### src/rtl/seq_shift_add_multiplier.sv
// seq_shift_add_multiplier: sequential shift-and-add multiplier.
// One shared WIDTH+1-bit adder row retires one multiplier bit per clock;
// a start/busy/done handshake wraps the iteration.
// Optional build macro SEQ_MULT_SIGNED_EN adds a signed_mode input that
// selects two's-complement operands per operation.
module seq_shift_add_multiplier #(
  parameter int WIDTH = 8
) (
  input  logic               clk,
  input  logic               rst,
  input  logic               start,
  input  logic [WIDTH-1:0]   m,
  input  logic [WIDTH-1:0]   q,
`ifdef SEQ_MULT_SIGNED_EN
  input  logic               signed_mode,
`endif
  output logic               busy,
  output logic               done,
  output logic [2*WIDTH-1:0] product
);

  localparam int CNT_W = $clog2(WIDTH + 1);

  typedef enum logic [1:0] {
    IDLE = 2'd0,
    RUN  = 2'd1,
    DONE = 2'd2
  } state_t;

  state_t               state_q;
  logic [WIDTH-1:0]     m_q;
  logic [WIDTH-1:0]     acc_hi_q;
  logic [WIDTH-1:0]     acc_lo_q;
  logic [CNT_W-1:0]     counter_q;
  logic                 busy_q;
  logic                 done_q;
  logic [2*WIDTH-1:0]   product_q;

  logic [WIDTH:0]       hi_ext;
  logic [WIDTH:0]       m_ext;
  logic [WIDTH:0]       sum_ext;
  logic [2*WIDTH-1:0]   shifted_d;
  logic                 last_step;

`ifdef SEQ_MULT_SIGNED_EN
  logic                 signed_q;
`endif

  assign last_step = (counter_q == CNT_W'(WIDTH - 1));

  // One iteration of the adder row: conditional add (or, for the negative
  // MSB weight in signed mode, subtract) followed by a right shift.
  always_comb begin
    hi_ext  = {1'b0, acc_hi_q};
    m_ext   = {1'b0, m_q};
`ifdef SEQ_MULT_SIGNED_EN
    if (signed_q) begin
      // Sign-extend so the bit shifted into the top is the sign of the sum.
      hi_ext = {acc_hi_q[WIDTH-1], acc_hi_q};
      m_ext  = {m_q[WIDTH-1], m_q};
    end
`endif
    sum_ext = hi_ext;
    if (acc_lo_q[0]) begin
`ifdef SEQ_MULT_SIGNED_EN
      if (signed_q && last_step) begin
        sum_ext = hi_ext - m_ext;
      end else begin
        sum_ext = hi_ext + m_ext;
      end
`else
      sum_ext = hi_ext + m_ext;
`endif
    end
    shifted_d = {sum_ext, acc_lo_q[WIDTH-1:1]};
  end

  // Control FSM with registered handshake outputs and datapath registers.
  always_ff @(posedge clk) begin
    if (rst) begin
      state_q   <= IDLE;
      m_q       <= '0;
      acc_hi_q  <= '0;
      acc_lo_q  <= '0;
      counter_q <= '0;
      busy_q    <= 1'b0;
      done_q    <= 1'b0;
      product_q <= '0;
`ifdef SEQ_MULT_SIGNED_EN
      signed_q  <= 1'b0;
`endif
    end else begin
      case (state_q)
        IDLE, DONE: begin
          done_q <= 1'b0;
          if (start) begin
            m_q       <= m;
            acc_hi_q  <= '0;
            acc_lo_q  <= q;
            counter_q <= '0;
            busy_q    <= 1'b1;
            state_q   <= RUN;
`ifdef SEQ_MULT_SIGNED_EN
            signed_q  <= signed_mode;
`endif
          end else begin
            busy_q  <= 1'b0;
            state_q <= IDLE;
          end
        end
        RUN: begin
          acc_hi_q  <= shifted_d[2*WIDTH-1:WIDTH];
          acc_lo_q  <= shifted_d[WIDTH-1:0];
          counter_q <= counter_q + CNT_W'(1);
          if (last_step) begin
            // product only ever sees the completed accumulator.
            product_q <= shifted_d;
            done_q    <= 1'b1;
            busy_q    <= 1'b0;
            state_q   <= DONE;
          end
        end
        default: begin
          state_q <= IDLE;
          busy_q  <= 1'b0;
          done_q  <= 1'b0;
        end
      endcase
    end
  end

  assign busy    = busy_q;
  assign done    = done_q;
  assign product = product_q;

endmodule

### config.mk
export PLATFORM = sky130hd
export DESIGN_NAME = seq_shift_add_multiplier
export DESIGN_NICKNAME = d
export VERILOG_FILES = /design/src/rtl/seq_shift_add_multiplier.sv
export SDC_FILE = /design/constraint.sdc
export NUM_CORES = 1
export LEC_CHECK = 0
export CORE_MARGIN = 4
export CORE_UTILIZATION = 40
export DETAILED_ROUTE_END_ITERATION = 8
export GPL_ROUTABILITY_DRIVEN = 0
export PLACE_DENSITY = 0.74
export RECOVER_POWER = 25
export SKIP_CTS_REPAIR_TIMING = 1
export SLEW_MARGIN = 15
export SYNTH_ARGS = -nofsm -noshare
export SYNTH_HDL_FRONTEND = slang
export SYNTH_SLANG_ARGS = --single-unit
export TNS_END_PERCENT = 100
### constraint.sdc
create_clock -name clk -period 2.1 [get_ports clk]
set_input_delay 0.42 -clock clk [delete_from_list [all_inputs] [get_ports clk]]
set_output_delay 0.42 -clock clk [all_outputs]
set_load 0.02 [all_outputs]
==> impl_metrics.json <==
{
  "status": "finished, final reports clean",
  "final_util_pct": 52.1,
  "cp_data_arrival_time_ps": 2170,
  "track_usage_pct": 16.1,
  "hold_start": "product[15]$_SDFFE_PP0P_",
  "synth_area_leaders": "dfxtp_1, nand2_1, a21oi_1, ha_1, nor2_1",
  "vias_per_cell": 5.22,
  "timing.final.crit_period_ps": 1990,
  "tightest_slew_ps": 675,
  "ys_types": 43,
  "clk_pin_slew_ps": 90,
  "cts_max_level": 2,
  "cap_violations": 0,
  "crit_type": "register to register",
  "synth_top_area_share_pct": 44.7,
  "setup_ws_ps": 110,
  "hold_viol_final": 0,
  "drive_above_1_share_pct": 6.64,
  "timing.rr.start": "acc_hi_q[0]$_SDFFE_PP0P_",
  "ys.flop_type": "dfxtp_1",
  "clock_latency_ps": 310,
  "yosysSeqAreaShare_pct": 44.7,
  "final_common_cell": "nand2_1",
  "grt_max_degree": 23,
  "clock_path_buffers": 2,
  "drt_iter0_markers": 115,
  "p_per_area_nw_per_um2": 679,
  "start_util_pct": 41.2,
  "drcViolationCount": 0,
  "grt_pass1_wl_mm": 8.20,
  "hold_class": "register to register",
  "wire_per_inst_um": 13.7,
  "synth-edff-count": 0,
  "instances_no_fill": 356,
  "firstDrtPassIters": 4,
  "cts_tree": "yes",
  "cts_buffers": 5,
  "syn_avg_cell_area_um2": 8.49,
  "dp_slack_ps": 162,
  "grt_antenna_before_repair": 0,
  "ant_nets": 0,
  "synth_top_area_cell": "dfxtp_1",
  "place_inst": 348,
  "dpl.hpwl_mm": 3.40,
  "end_kind": "register",
  "grt_overflow": 0,
  "grt_pass1_vias": 1812,
  "nets": 314,
  "syn_inst": 248,
  "die_x_um": 80.6,
  "fmax_mhz": 503,
  "p_leak_nw": 0.989,
  "slew_viol_final": 0,
  "worstPathMaxFanout": 3,
  "chipHeight_um": 80.6,
  "syn-num-nets": 277,
  "most-common-layout-cells": "nand2_1, dfxtp_1, clkdlybuf4s50_1",
  "clock-root-buffer": "clkbuf_8",
  "ys_ff_latch": 47,
  "min_period_over_period_pct": 94.7,
  "slew_headroom_pct": 54.7,
  "via_count": 1858,
  "antenna_cells": 0,
  "final.setup_skew_ps": 12.9,
  "yosysWarnings": 0,
  "die_area_um2": 6490,
  "setup_viol": 0,
  "routed_wl_mm": 4.86,
  "fp-row-count": 26,
  "cts_sinks": 47,
  "area_growth_syn_to_layout_pct": 26.4,
  "synth-async-reset-ratio_pct": 0,
  "fp.coreArea_um2": 5110,
  "ios": 37,
  "critPathRequiredTime_ps": 2280,
  "start_kind": "register",
  "numPortBuffers": 36,
  "vdd_ir_drop_max_v": 0.000326,
  "syn_area_um2": 2110,
  "cp-startpoint": "acc_hi_q[0]$_SDFFE_PP0P_"
}
cell usage after synthesis, drive strengths merged, types with 2 or more instances:
cell     n
a22oi    7
a31oi    2
o21ai   11
clkbuf   5
mux2i    4
dfxtp   47
a211oi   7
a21oi   33
o21a     2
nor3     2
nor2b    5
a21o     2
nand2b   4
inv      5
buf      8
nand3b   3
a22o     3
ha       9
nor2    22
nand2   49
or3      2
cell families (layout without fill, tap and decap cells):
kind of cell | Yosys count | after routing | share of synthesized area (%)
simple gates | 93 | 93 | 20.6
flops | 47 | 47 | 44.7
compound gates | 74 | 74 | 22.0
xor+xnor | 2 | 2 | 0.832
fa+ha+maj | 10 | 10 | 6.30
buf+inv | 18 | 56 | 3.62
mux | 4 | 4 | 1.90
critical path, cell delays in order, from the launching register on:
cell and delay [ps]:
dfxtp_1 340, ha_1 210, inv_1 70, fa_1 220, nor2b_4 60, o31a_1 260
or3_1 380, a31oi_2 210, o21ai_0 100
state kept, by name (all words and copies together) (netlist names):
name	cells
state_q	1
done	1
product	16
counter_q	4
busy	1
acc_hi_q	8
acc_lo_q	8
m_q	8
metal layers:
metal | routed length, um | GRT usage [%]
met3 | 236 | 4.04
met5 | 0 | 0
met1 | 2240 | 21.1
met2 | 2300 | 25.9
met4 | 83 | 5.24
stage by stage:
stage               instance area, um^2  hold slack [ps]  total power [W]  setup TNS [ps]
global route                       2660              484          0.00188           -27.3
detailed placement                 2550              446          0.00114               0
floorplan                          2110              441          0.00107               0
global placement                   2550              443          0.00114               0
CTS                                2670              463          0.00182               0
finish                             2660              458          0.00181               0
report_power, final:
group          switching [W]  internal, W
clock               0.000326     0.000361
combinational       0.000100    0.0000822
sequential         0.0000204     0.000916
path summary, 6_finish.rpt:
kind | end | slack (ps) | cells past startpoint
worst max-delay path | acc_hi_q[5]$_SDFFE_PP0P_ | 110 | 8
worst min-delay path | product[15]$_SDFFE_PP0P_ | 460 | 2
worst max register to register | acc_hi_q[5]$_SDFFE_PP0P_ | 110 | 8
worst min register to register | product[15]$_SDFFE_PP0P_ | 460 | 2
layout make-up:
| class | instances | area, um^2 |
|---|---|---|
| repair buffers | 43 | 405 |
| flip-flops and latches | 47 | 941 |
| fillers | 515 | 2450 |
| well taps | 70 | 87.6 |
| inverters | 5 | 18.8 |
| clock buffers | 5 | 68.8 |
| multi-input cells | 183 | 1090 |
| clock inverters | 3 | 47.5 |
Power figures use the tool's default switching activity.
